`src/rtl/peripheral_bus_pkg.sv`:
```
// Shared types and constants for the peripheral bus arbiter.
package peripheral_bus_pkg;

  typedef enum logic {
    ARB_IDLE = 1'b0,
    ARB_BUSY = 1'b1
  } arb_state_t;

  localparam int PERIPH_DATA_WIDTH = 8;
  localparam logic [PERIPH_DATA_WIDTH-1:0] READ_TIMEOUT_DATA = 8'hFF;

  // Index width for n items; never zero so single-bit selects stay legal.
  function automatic int idx_width(input int n);
    return (n > 1) ? $clog2(n) : 1;
  endfunction

endpackage

```
`src/rtl/rr_priority_picker.sv`:
```
// Combinational round-robin picker: first requester at or after ptr, wrapping modulo N.
module rr_priority_picker
  import peripheral_bus_pkg::*;
#(
  parameter  int N  = 2,
  localparam int IW = idx_width(N)
) (
  input  logic [N-1:0]  req,
  input  logic [IW-1:0] ptr,
  output logic [N-1:0]  gnt,
  output logic [IW-1:0] index,
  output logic          any
);

  always_comb begin
    int j;
    j     = 0;
    gnt   = '0;
    index = '0;
    any   = 1'b0;
    for (int k = 0; k < N; k++) begin
      j = int'(ptr) + k;
      if (j >= N) j = j - N;
      if (!any && req[j]) begin
        any    = 1'b1;
        gnt[j] = 1'b1;
        index  = IW'(j);
      end
    end
  end

endmodule

```
`src/rtl/peripheral_arbiter.sv`:
```
// Round-robin arbiter sharing one peripheral slave port among MASTER_COUNT masters,
// with a watchdog that aborts transactions the slave never acknowledges.
//   state    | meaning
//   ARB_IDLE | no owner; next edge grants first requester at/after ptr
//   ARB_BUSY | grant held; owner routed to slave, watchdog counting
module peripheral_arbiter
  import peripheral_bus_pkg::*;
#(
  parameter int MASTER_COUNT = 2,
  parameter int ADDR_WIDTH   = 16,
  parameter int TIMEOUT      = 255
) (
  input  logic                                     clk,
  input  logic                                     reset,
  input  logic [MASTER_COUNT*ADDR_WIDTH-1:0]       m_address,
  input  logic [MASTER_COUNT*PERIPH_DATA_WIDTH-1:0] m_data_write,
  input  logic [MASTER_COUNT-1:0]                  m_read_request,
  input  logic [MASTER_COUNT-1:0]                  m_write_request,
  output logic [PERIPH_DATA_WIDTH-1:0]             m_data_read,
  output logic [MASTER_COUNT-1:0]                  m_read_ready,
  output logic [MASTER_COUNT-1:0]                  m_write_ready,
  output logic [ADDR_WIDTH-1:0]                    s_address,
  output logic [PERIPH_DATA_WIDTH-1:0]             s_data_write,
  output logic                                     s_read_request,
  output logic                                     s_write_request,
  input  logic [PERIPH_DATA_WIDTH-1:0]             s_data_read,
  input  logic                                     s_read_ready,
  input  logic                                     s_write_ready,
  output logic [MASTER_COUNT-1:0]                  grant,
  output logic                                     timeout_error
);

  localparam int MC = MASTER_COUNT;
  localparam int DW = PERIPH_DATA_WIDTH;
  localparam int IW = idx_width(MC);
  localparam int WW = $clog2(TIMEOUT + 1);

  arb_state_t      state;
  logic [IW-1:0]   owner;
  logic [IW-1:0]   ptr;
  logic [WW-1:0]   wdog;

  logic [MC-1:0]   req;
  logic [MC-1:0]   pick_gnt;
  logic [IW-1:0]   pick_idx;
  logic            pick_any;

  logic            busy;
  logic            own_rd;
  logic            own_wr;
  logic            own_req;
  logic            slave_done;
  logic            abandon;
  logic            expire;
  logic            end_xact;
  logic [IW-1:0]   next_ptr;

  assign req = m_read_request | m_write_request;

  rr_priority_picker #(.N(MC)) u_picker (
    .req   (req),
    .ptr   (ptr),
    .gnt   (pick_gnt),
    .index (pick_idx),
    .any   (pick_any)
  );

  assign busy    = (state == ARB_BUSY);
  assign own_rd  = m_read_request[owner];
  assign own_wr  = m_write_request[owner];
  assign own_req = own_rd | own_wr;

  // Priority when several end conditions coincide: slave ready, then abandonment, then watchdog.
  assign slave_done = busy & (s_read_ready | s_write_ready);
  assign abandon    = busy & ~slave_done & ~own_req;
  assign expire     = busy & ~slave_done & own_req & (wdog == WW'(TIMEOUT));
  assign end_xact   = slave_done | abandon | expire;
  assign next_ptr   = (owner == IW'(MC - 1)) ? '0 : owner + 1'b1;

  always_comb begin
    s_address       = '0;
    s_data_write    = '0;
    s_read_request  = 1'b0;
    s_write_request = 1'b0;
    m_read_ready    = '0;
    m_write_ready   = '0;
    m_data_read     = '0;
    timeout_error   = 1'b0;
    if (busy) begin
      s_address       = m_address[int'(owner)*ADDR_WIDTH +: ADDR_WIDTH];
      s_data_write    = m_data_write[int'(owner)*DW +: DW];
      s_write_request = own_wr;
      s_read_request  = own_rd & ~own_wr;
      m_data_read     = s_data_read;
      if (slave_done) begin
        m_read_ready[owner]  = s_read_ready;
        m_write_ready[owner] = s_write_ready;
      end else if (expire) begin
        m_data_read   = READ_TIMEOUT_DATA;
        timeout_error = 1'b1;
        if (own_wr) m_write_ready[owner] = 1'b1;
        else        m_read_ready[owner]  = 1'b1;
      end
    end
  end

  always_ff @(posedge clk or posedge reset) begin
    if (reset) begin
      state <= ARB_IDLE;
      grant <= '0;
      owner <= '0;
      ptr   <= '0;
      wdog  <= '0;
    end else begin
      case (state)
        ARB_IDLE: begin
          if (pick_any) begin
            state <= ARB_BUSY;
            grant <= pick_gnt;
            owner <= pick_idx;
            wdog  <= '0;
          end
        end
        ARB_BUSY: begin
          if (end_xact) begin
            state <= ARB_IDLE;
            grant <= '0;
            ptr   <= next_ptr;
          end else begin
            wdog <= wdog + 1'b1;
          end
        end
        default: state <= ARB_IDLE;
      endcase
    end
  end

endmodule

```
`config.mk`:
```
export PLATFORM = sky130hd
export DESIGN_NAME = peripheral_arbiter
export DESIGN_NICKNAME = d
export VERILOG_FILES = /design/src/rtl/peripheral_bus_pkg.sv /design/src/rtl/rr_priority_picker.sv /design/src/rtl/peripheral_arbiter.sv
export SDC_FILE = /design/constraint.sdc
export NUM_CORES = 1
export LEC_CHECK = 0
export ABC_AREA = 1
export BUFFER_PORTS_ARGS = -buffer_cell sky130_fd_sc_hd__buf_2
export CAP_MARGIN = 30
export CELL_PAD_IN_SITES_DETAIL_PLACEMENT = 1
export CELL_PAD_IN_SITES_GLOBAL_PLACEMENT = 1
export CORE_MARGIN = 2
export CORE_UTILIZATION = 25
export DETAILED_ROUTE_END_ITERATION = 12
export GPL_ROUTABILITY_DRIVEN = 0
export MAX_ROUTING_LAYER = met4
export PLACE_DENSITY_LB_ADDON = 0.1
export SETUP_SLACK_MARGIN = 0.5
export SLEW_MARGIN = 20
export SYNTH_ARGS = -nofsm -noshare
export SYNTH_HDL_FRONTEND = slang
export SYNTH_HIERARCHICAL = 1
export SYNTH_SLANG_ARGS = --single-unit
```
`constraint.sdc`:
```
create_clock -name clk -period 1.7 [get_ports clk]
set_input_delay 0.34 -clock clk [delete_from_list [all_inputs] [get_ports clk]]
set_output_delay 0.34 -clock clk [all_outputs]
set_load 0.005 [all_outputs]
```
======== After elaboration in Yosys (flattened, before gate mapping) ========
Cells that the tools add are included.
operators by class
  $add $sub $neg .......................... 5
  reductions and logical operators ........ 9
  order comparisons ....................... 8
  shift-type cells ........................ 2
  equality and inequality tests ........... 4
  mux-type cells .......................... 52
  bitwise operators ....................... 18
operators by type and width
  cell                     number
  $ge A32 B1 Y1 const B    2
  $lt A32 B3 Y1 const B    2
  $mux W32                 2
  $mux W8                  6
  $ge A32 B3 Y1 const B    1
  $shiftx A32 B6 Y16       1
  $sub A32 B3 Y32 const B  1
  $mux W1                  25
  $mux W2                  12
  $mux W16                 1
  $pmux W8 S2              1
  $shiftx A16 B5 Y8        1
  $add A8 B1 Y8 const B    1
  $eq A8 B8 Y1 const B     1
  $reduce_and A2 Y1        4
  $and A1 B1 Y1            6
  $and A2 B2 Y2            2
  $logic_and A1 B1 Y1      4
  $ne A2 B2 Y1 const B     2
  $not A1 Y1               4
  $or A1 B1 Y1             4
  $or A2 B2 Y2             2
  $pmux W2 S2              1
  $demux W1 S1             3
  9 further kinds          9
word-level totals
  output and inout bits ................... 41
  word-level logic and storage cells ...... 103
  register bits after elaboration ......... 13
  input bits .............................. 64

======== Logic depth before layout (Yosys ltp) ========
Gate-level depths: netlist of the first run.
  depth in word-level cells ............... 11
  gate-level depth with buffers ........... 10
  depth with buffers taken out ............ 10

======== By module ========
The synthesis of the first run kept the hierarchy.
by module, submodules not included
  module              cells each  instances  area an instance (um^2)
  peripheral_arbiter  221         1          1310.0
  rr_priority_picker  14          1          55.1

======== Least setup slack after synthesis of the first run ========
OpenSTA, ideal clock, no wires.
  kind .................................... reg-to-output
  start ................................... reg wdog[0]
  end ..................................... out m_write_ready[1]
  arrival ................................. 1.228 ns
  required time ........................... 1.360 ns
  setup slack ............................. 0.132 ns
  cell stages (with the launch flop) ...... 8
  path through ............................ dfrtp_1 > ha_1 > nand2_2 > nor3_4 > nand3_4 > inv_1 > nand3_1 > o21ai_0
on the way
  cells in the longest elaborated chain, start to end .. 5
ends and longest elaborated chain
  item                      RTL line                   source
  start: declaration        peripheral_arbiter.sv:41   logic [WW-1:0] wdog;
  start signal: assignment  peripheral_arbiter.sv:130  wdog <= wdog + 1'b1;
  $eq A8 B8 Y1              peripheral_arbiter.sv:76   assign expire = busy & ~slave_done & own_req & (wdog == WW'(TIMEOUT));
  $and A1 B1 Y1             peripheral_arbiter.sv:76
  $mux W2                   peripheral_arbiter.sv:98   end else if (expire) begin
  $mux W2                   peripheral_arbiter.sv:95   if (slave_done) begin
  $mux W2                   peripheral_arbiter.sv:89   if (busy) begin
  end: declaration          peripheral_arbiter.sv:21   output logic [MASTER_COUNT-1:0] m_write_ready,
No other way between the ends.

======== Worst setup path after layout of the first run ========
  start ................................... reg wdog[1]
  end ..................................... out m_write_ready[0]
The elaborated chain is that of the path after synthesis.

==> metrics.md, run 1 <==
| Metric | Value |
|---|---|
| Vias in the first global route | `2,361` |
| Sequential element share of the synthesized area | `0.238` |
| Drt total wl | `8.15 mm` |
| Area grow syn2layout | `116%` |
| Longest Clk Path Bufs | `2` |
| Worst Reg-to-Reg Cells | `8` |
| R2R Path End | `grant[0]` |
| Count of pins over their slew limit | `0` |
| Drt pass-1 iters | `4` |
| Largest area contributor in the netlist | `nand2_1` |
| RSZ-0062 raised after global routing | `true` |
| Cell Chain, Critical Path | `ha_4, nand2_4, nor3_4, buf_4, nand4_1, a21oi_1, buf_2` |
| Status | `complete, but fails checks` |
| CP Max Fanout | `2` |
| Fin cells | `445` |
| Post-Syn Nets | `300` |
| Residual DRC | `0` |
| DR vias/cell | `4.82` |
| Pleak | `1.67 nW` |
| WHS | `0.117 ns` |
| Switch share | `0.467` |
| Num CTS Buffers | `3` |
| Post-Syn Instances | `235` |
| DIE WIDTH | `77.9 microns` |
| Die Y-Extent | `77.9 microns` |
| Post-route ant nets | `0` |
| Worst Tran Pin Value | `0.520 ns` |
| FF+latch count, synth | `13` |
| Initial antenna violation count | `0` |
| Global-route wire length before repair | `12.2 mm` |
| Die area | `6070 sq um` |
| Final core utilization | `0.570` |
| Starting Density | `0.264` |
| Failing checks | `negative setup slack` |
| Synth unique cells | `30` |
| Clock root buffer | `clkbuf_8` |
| Ant diodes | `0` |
| Crit end category | `output pin` |
| Share of power burned in registers | `0.114` |
| Peak supply drop | `1.18 mV` |
| WL per Instance | `18.3 microns` |
| Starting DRT DRC Count | `42` |
| Pwr dens | `1440 nW/um^2` |
| Worst reg2reg path startpoint | `wdog[1]` |
| Worst R2R Setup Slack | `0.17 ns` |
| Combinational share of power | `0.820` |
| Clock Pin Slew Worst Setup and Hold Paths | `0.06 ns` |
| Cell Rows | `26` |
| Gr ovfl total | `0` |
| Clock power share | `0.066` |
| Tot GR Track Use | `0.259` |
| Yosys Warn Count | `6` |
| CP peak stage delay | `0.41 ns` |
| Crit Path Class | `register to output pin` |
| Share of cells above drive strength 1 | `0.680` |
| Hold Violations, Final | `0` |
| Data required, critical path | `1.36 ns` |
| Clock Latency Late Sink | `0.24 ns` |
| Relative slew slack | `0.653` |
| DP Worst Slack | `0.0316 ns` |
| Nets | `441` |
| MaxCap Viol Count | `0` |
| Core area | `5170 sq um` |
| Via count | `2,147` |
| Max stage delay cell, worst path | `dfrtp_1` |
| Post-placement cell count | `414` |
| Critical path startpoint category | `register` |
| Worst Skew | `0.00600 ns` |
| Clk sinks | `13` |
| Critical path arrival | `1.61 ns` |
| Main area contributors after synthesis | `nand2_1, dfrtp_1, a21oi_1` |
| Fillcell total | `668` |
| Ports | `105` |
| Post-synth top area share | `0.311` |
| Post-DP HPWL | `4.21 mm` |
| Final Cycle Share | `1.15` |
| Hold crit path type | `input port to async pin` |
| # H-tree levels | `1` |
| Minimum clock period | `1.95 ns` |
| Max Freq | `0.514 GHz` |
| Syn_area_per_cell | `5.81 sq um` |
| I/O Buffers | `104` |
| Pin count of the biggest net entering global routing | `26` |
| Setup Viol. Count Final | `36` |
| P_int | `0.00226 W` |
| Cell area after synthesis | `1370 sq um` |
| CTS tree | `built` |
| Sw power | `0.00198 W` |
| Final WS setup | `-0.247 ns` |
routing by layer:
layer,global-route usage,vias up,routed length (microns)
li1,-,1019,-
met1,0.280,1024,3010
met2,0.475,81,4440
met3,0.0500,23,498
met4,0.0807,0,199
met5,-,-,0
through the flow:
stage / total power (W) / cell area, sq um / TNS (ns)
global route: 0.00449 / 2950 / -7.78
global placement: 0.00227 / 2100 / 0
floorplan: 0.00167 / 1480 / 0
CTS: 0.00381 / 2740 / -2.96
finish: 0.00424 / 2950 / -5.36
detailed placement: 0.00230 / 2100 / 0
area by class of cell:
type	instances	area, sq um	share of cell area
multi-input cells	189	1280	0.435
repair buffers	147	1110	0.377
flip-flops and latches	13	328	0.111
inverters	22	93.8	0.0318
well taps	70	87.6	0.0297
clock buffers	3	41.3	0.0140
clock inverters	1	5.00	0.00170
cells in the final DEF, fill, tap and decap left out:
cell	Yosys	final
xor2_1	3	3
nor3_2	0	1
nor2_2	2	3
buf_4	1	17
nand4_4	1	2
clkinv_4	0	1
nand4_1	4	4
o22ai_2	1	1
inv_1	19	17
a21oi_1	26	2
o21ai_4	0	1
inv_4	1	2
dfrtp_1	13	11
buf_12	0	6
clkinv_2	0	2
buf_8	0	4
buf_6	2	11
nand3_2	1	5
a21oi_2	0	24
xnor2_1	1	1
nor2_4	1	2
inv_2	1	1
ha_4	0	1
dfrtp_2	0	2
o21ai_2	0	1
buf_16	0	6
buf_2	2	103
nand3b_1	1	1
nand3_4	1	1
nor2_1	12	10
nand2_4	1	21
nor3_4	1	1
nand3_1	10	6
clkbuf_8	0	3
nand2_2	5	33
nand2_1	113	65
cell usage after synthesis, drive strengths merged:
cell	instances
nand2	119
a21oi	26
inv	21
nor2	15
dfrtp	13
nand3	12
buf	7
clkbuf	5
nand4	5
xor2	3
nor3	2
o21ai	2
clkinv	1
ha	1
nand3b	1
o22ai	1
xnor2	1
sequential cells by signal, indices dropped and copies added (netlist names):
| register | flops |
|---|---|
| owner | 1 |
| ptr | 1 |
| wdog | 8 |
| grant | 2 |
| busy | 1 |
how the worst max path moves through the flow:
stage / cells after the start / startpoint / end
3_5_place_dp: 7 / wdog[0] / m_read_ready[0]
2_1_floorplan: 6 / wdog[0] / m_read_ready[1]
5_1_grt: 7 / wdog[1] / m_write_ready[0]
3_3_place_gp: 7 / wdog[0] / m_write_ready[0]
4_1_cts: 7 / wdog[1] / m_read_ready[0]
6_report: 7 / wdog[1] / m_write_ready[0]
power by group through the flow:
| stage | Combinational (W) | Sequential, W | Clock (W) |
|---|---|---|---|
| after global placement | 0.00181 | 0.000463 | 0 |
| final | 0.00348 | 0.000483 | 0.000279 |
| after global routing | 0.00369 | 0.000492 | 0.000306 |
| after detailed placement | 0.00183 | 0.000466 | 0 |
| after floorplan | 0.00123 | 0.000440 | 0 |
| after CTS | 0.00306 | 0.000463 | 0.000291 |
worst max-delay path, delay by kind of cell (launching register included):
family | cells | cell delay (ns)
flops | 1 | 0.41
buf+inv | 2 | 0.29
simple gates | 3 | 0.33
fa+ha+maj | 1 | 0.18
compound gates | 1 | 0.14
kinds of logic after synthesis:
logic type                 Yosys count  share of synthesized area
buffers and inverters               34                      0.111
xor gates and xnor gates             4                     0.0257
and+or+nand+nor                    154                      0.504
DFF                                 13                      0.238
adders and majority gates            1                    0.00916
AOI/OAI and AO/OA                   29                      0.112
repair_timing:
action | 4_1_cts | 5_1_grt
setup endpoints to repair | 52 | 52
pin swaps | 13 | 15
hold buffers | 0 | 0
gates resized for setup | 81 | 47
buffers inserted | 16 | 4
cloned | 7 | 0
Power figures use the tool's default switching activity.
==> inputs of run 2 (changes only) <==
SKIP_LAST_GASP = 1   (was not set)
==> run 2 against run 1 <==
  * The run still ends with negative setup slack left
  * Clock power is 1% higher
  * Combinational power increased by 4%
  * Clock skew rose by 0.0017 ns
  * Routed wire length rose by 8.3%
  * Utilization rose by 2.5 points
  * Die area is the same
  * Cell count grew 1.1%
  * Worst setup slack worse by 0.011 ns
  * Largest cell class unchanged
==> metrics.md, run 2 (synthesis results as in run 1) <==
| Metric | Value |
|---|---|
| Status | `complete, but fails checks` |
| Failing checks | `negative setup slack` |
| Largest regs | `wdog (8), grant (2)` |
| Worst Tran Pin Value | `0.521 ns` |
| MaxCap Viol Count | `0` |
| Max FFs per register | `8` |
| Initial antenna violation count | `0` |
| Max stage delay cell, worst path | `dfrtp_2` |
| # H-tree levels | `1` |
| Cell mode on critical path | `buf_6` |
| Area of the multi-input gates | `1330 sq um` |
| Fillcell total | `653` |
| Fin cells | `450` |
| Clk sinks | `13` |
| Bufs and invs on worst path | `6` |
| DR vias/cell | `4.96` |
| Critical path startpoint category | `register` |
| Worst Reg-to-Reg Cells | `11` |
| Longest Clk Path Bufs | `2` |
| Pleak | `1.75 nW` |
| Clock Pin Slew Worst Setup and Hold Paths | `0.06 ns` |
| Hold crit path type | `input port to async pin` |
| Critical path arrival | `1.62 ns` |
| Max Freq | `0.511 GHz` |
| Nets | `446` |
| Cell Chain, Critical Path | `inv_4, buf_6, buf_6, buf_12, buf_16, nand2_4, a21oi_2, buf_2` |
| Clock root buffer | `clkbuf_8` |
| Via count | `2,230` |
| Clock Latency Late Sink | `0.25 ns` |
| WP depth | `8` |
| CP Max Fanout | `6` |
| Starting Density | `0.264` |
| Area grow syn2layout | `126%` |
| Final core utilization | `0.596` |
| Die Y-Extent | `77.9 microns` |
| Minimum clock period | `1.96 ns` |
| Pin count of the biggest net entering global routing | `26` |
| Gr ovfl total | `0` |
| Relative slew slack | `0.652` |
| CTS tree | `built` |
| Drt pass-1 iters | `4` |
| Num CTS Buffers | `3` |
| Crit Path Class | `register to output pin` |
| Final Cycle Share | `1.15` |
| Final WS setup | `-0.258 ns` |
| CP peak stage delay | `0.47 ns` |
| FF+latch area | `328 sq um` |
| Die area | `6070 sq um` |
| Starting DRT DRC Count | `104` |
| WL per Instance | `19.6 microns` |
| Data required, critical path | `1.36 ns` |
| Commonest cells after routing, fill and taps aside | `buf_2, nand2_1, nand2_4` |
| Most common cell after layout, fill and taps aside | `buf_2` |
| I/O Buffers | `104` |
| Ports | `105` |
| Global-route wire length before repair | `11.8 mm` |
| Peak supply drop | `1.18 mV` |
| RSZ-0062 raised after global routing | `true` |
| Placed inst area | `2100 sq um` |
| Share of cells above drive strength 1 | `0.689` |
| Most flops, register | `wdog` |
| Cell Rows | `26` |
| Drt total wl | `8.83 mm` |
| Pwr dens | `1430 nW/um^2` |
| DP Worst Slack | `0.0316 ns` |
| Residual DRC | `0` |
| Post-route design area | `3080 sq um` |
| DIE WIDTH | `77.9 microns` |
| Hold Violations, Final | `0` |
| Post-DP HPWL | `4.21 mm` |
| Cell family with most CP delay | `buffers and inverters` |
| Setup TNS Final | `-6.58 ns` |
| Vias in the first global route | `2,363` |
| Core area | `5170 sq um` |
| Ant diodes | `0` |
| Count of pins over their slew limit | `0` |
| Post-route ant nets | `0` |
| Crit end category | `output pin` |
| Setup Viol. Count Final | `38` |
| Worst Skew | `0.00771 ns` |
| Tot GR Track Use | `0.246` |
| Post-placement cell count | `414` |
==> run 2: changes by cell type in the layout (fill, tap and decap cells not counted), sizes merged <==
cell    delta
buf        +4
clkbuf     +1
==> run 2: what timing repair did <==
item,4_1_cts,5_1_grt
pin swaps,13,22
gates cloned,7,1
hold buffers,0,0
endpoints found under the hold margin,0,0
setup endpoints to repair,52,52
setup buffers,16,8
gates resized for setup,64,81
==> run 2: through the flow <==
stage          hold slack [ns]  total power [W]
6_report                 0.116          0.00441
5_1_grt                  0.183          0.00464
4_1_cts                  0.134          0.00374
3_5_place_dp             0.402          0.00230
3_3_place_gp             0.405          0.00227
2_1_floorplan            0.217          0.00167
==> run 2: worst reg2reg max path, cell delays in order, from the launching register on <==
cell and delay, ns:
dfrtp_2 0.47, inv_4 0.12, nand2_1 0.07, nand2_2 0.10, nand2_4 0.11, nand3_4 0.16, clkbuf_16 0.16, buf_6 0.09
buf_6 0.10, nand2_2 0.04, nand2_1 0.06, nand2_1 0.04
==> run 2: worst paths after layout <==
kind / startpoint / end / slack, ns
worst max-delay path: owner / s_address[10] / -0.26
worst min-delay path: reset / wdog[6] / 0.12
worst max register to register: owner / ptr / 0.07
worst min register to register: grant[1] / grant[1] / 0.54
max in group asynchronous: reset / ptr / 1.20
min in group clk: grant[1] / grant[1] / 0.54
==> run 2: layer usage <==
layer,vias up,share of wire,track usage
met2,92,0.53,0.476
li1,1029,-,-
met5,-,0,-
met4,0,0.033,0.0579
met3,29,0.055,0.0547
met1,1080,0.38,0.251
==> run 2: cell type report <==
type	count	share of cell area
Clock buffer	3	0.0134
Clock inverter	1	0.00162
Inverter	22	0.0305
Multi-Input combinational cell	189	0.432
Sequential cell	13	0.106
Tap cell	70	0.0284
Timing Repair Buffer	152	0.388
==> run 2: power by group <==
group / switching (W) / internal, W
Combinational: 0.00186 / 0.00177
Sequential: 0.000101 / 0.000390
Clock: 0.000121 / 0.000162
==> inputs of run 3 (changes only) <==
CTS_BUF_LIST = sky130_fd_sc_hd__clkbuf_2   (was not set)
==> run 3 against run 2 <==
  * First-iteration DRC count is 52% lower
  * Die area stayed put
  * Combinational power hardly changed
  * Critical path depth stayed put
  * Hold slack worse by 0.074 ns
  * Clock power is 39% lower
  * Critical endpoint is now m_write_ready[1]
  * Sequential share of layout area hardly changed
  * Sequential power is 1% lower
  * Largest cell class unchanged
  * Largest power group unchanged
  * The flow still finishes with violations (negative setup slack)
  * Maximum frequency is 5.0% lower
  * Global-route usage is 0.12 points lower
==> metrics.md, run 3 (synthesis results as in run 1) <==
| Metric | Value |
|---|---|
| Commonest cells after routing, fill and taps aside | `buf_2, nand2_1, nand2_2` |
| Final WS setup | `-0.361 ns` |
| Clk sinks | `13` |
| Post-route ant nets | `0` |
| Ant diodes | `0` |
| Gr ovfl total | `0` |
| Post-DP HPWL | `4.21 mm` |
| Share of cells above drive strength 1 | `0.691` |
| P_int | `0.00220 W` |
| Most common cell after layout, fill and taps aside | `buf_2` |
| Relative slew slack | `0.634` |
| DIE WIDTH | `77.9 microns` |
| Max FFs per register | `8` |
| Vias in the first global route | `2,338` |
| CTS tree | `built` |
| Pleak | `1.76 nW` |
| Largest regs | `wdog (8), grant (2)` |
| Starting DRT DRC Count | `50` |
| Num CTS Buffers | `3` |
| Worst Reg-to-Reg Cells | `9` |
| Starting Density | `0.264` |
| Critical path startpoint category | `register` |
| Tot GR Track Use | `0.245` |
| Hold buffer count at cts | `0` |
| Max Freq | `0.485 GHz` |
| Nets | `451` |
| MaxCap Viol Count | `0` |
| Hold crit path type | `input port to async pin` |
| Worst reg2reg path startpoint | `owner` |
| Post-placement cell count | `414` |
| Global-route wire length before repair | `11.6 mm` |
| Peak supply drop | `0.869 mV` |
| CP Max Fanout | `6` |
| Worst Tran Pin Value | `0.548 ns` |
| Data required, critical path | `1.36 ns` |
| Crit Path Class | `register to output pin` |
| R2R Path End | `grant[0]` |
| Final Cycle Share | `1.21` |
| Core area | `5170 sq um` |
| Drt pass-1 iters | `4` |
| Share of power burned in registers | `0.114` |
| Worst R2R Setup Slack | `0.02 ns` |
| Setup TNS Final | `-10.28 ns` |
| Failing checks | `negative setup slack` |
| Drt total wl | `8.83 mm` |
| Combinational share of power | `0.845` |
| Area grow syn2layout | `125%` |
| Pwr dens | `1390 nW/um^2` |
| WL per Instance | `19.4 microns` |
| Worst Skew | `0.0270 ns` |
| Via count | `2,218` |
| Clock root buffer | `clkbuf_2` |
| Switch share | `0.484` |
| Count of pins over their slew limit | `0` |
| Die area | `6070 sq um` |
| Cell Rows | `26` |
| Initial antenna violation count | `0` |
| Hold Violations, Final | `0` |
| I/O Buffers | `104` |
| Crit end category | `output pin` |
| Status | `complete, but fails checks` |
| Die Y-Extent | `77.9 microns` |
| Setup Viol. Count Final | `39` |
| Pin count of the biggest net entering global routing | `26` |
| Ports | `105` |
| Residual DRC | `0` |
| Critical path arrival | `1.72 ns` |
| Fin cells | `455` |
| DR vias/cell | `4.87` |
| Most flops, register | `wdog` |
| # H-tree levels | `1` |
| Longest Clk Path Bufs | `2` |
| Sw power | `0.00206 W` |
| RSZ-0062 raised after global routing | `true` |
| Clock Pin Slew Worst Setup and Hold Paths | `0.17 ns` |
| Clock power share | `0.041` |
| Minimum clock period | `2.06 ns` |
| Clock Latency Late Sink | `0.30 ns` |
run 3: how the worst max path moves through the flow:
stage,from,to,slack [ns],cells after the start
floorplan,wdog[0],m_read_ready[1],0.15,6
global placement,wdog[0],m_write_ready[0],0.06,7
detailed placement,wdog[0],m_read_ready[0],0.03,7
CTS,wdog[1],m_read_ready[0],-0.27,7
global route,owner,m_write_ready[1],-0.47,8
finish,owner,m_write_ready[1],-0.36,8
run 3: through the flow:
step | hold slack (ns) | setup slack, ns | area [sq um] | total power, W | util
2_1_floorplan | 0.217 | 0.145 | 1480 | 0.00167 | -
3_3_place_gp | 0.405 | 0.0641 | 2100 | 0.00227 | 0.405
3_5_place_dp | 0.402 | 0.0316 | 2100 | 0.00230 | 0.405
4_1_cts | 0.0523 | -0.268 | 2670 | 0.00361 | 0.516
5_1_grt | 0.0778 | -0.471 | 3070 | 0.00448 | 0.593
6_report | 0.0419 | -0.361 | 3070 | 0.00426 | 0.593
run 3: repair_timing:
| item | 4_1_cts | 5_1_grt |
|---|---|---|
| resized for setup | 62 | 77 |
| hold endpoints to repair | 0 | 0 |
| pin swaps | 14 | 21 |
| setup endpoints to repair | 52 | 53 |
| buffers inserted | 17 | 12 |
| gates cloned | 7 | 1 |
run 3: worst max-delay path, cell delays in order (launching register included):
cell	delay, ns
dfrtp_2	0.50
nand2_1	0.14
nand2_2	0.10
nand2_4	0.15
nand3_4	0.14
inv_4	0.10
nand3_2	0.08
o21ai_2	0.07
buf_2	0.12
run 3: per-layer routing:
layer	vias up	GRT usage	routed length (microns)
met4	0	0.0596	244
li1	1039	-	-
met5	-	-	0
met3	23	0.0488	440
met2	81	0.471	4830
met1	1075	0.254	3320
run 3: cell type report:
type	instances	area [sq um]
Fill cell	646	2100
Sequential cell	13	328
Tap cell	70	87.6
Timing Repair Buffer	157	1220
Clock inverter	1	5.00
Multi-Input combinational cell	189	1320
Inverter	22	93.8
Clock buffer	3	15.0
run 3: power groups by stage:
stage / logic, W / clock network (W) / registers (W)
floorplan: 0.00123 / 0 / 0.000440
global placement: 0.00181 / 0 / 0.000463
detailed placement: 0.00183 / 0 / 0.000466
CTS: 0.00297 / 0.000176 / 0.000462
global route: 0.00380 / 0.000191 / 0.000494
finish: 0.00360 / 0.000173 / 0.000485
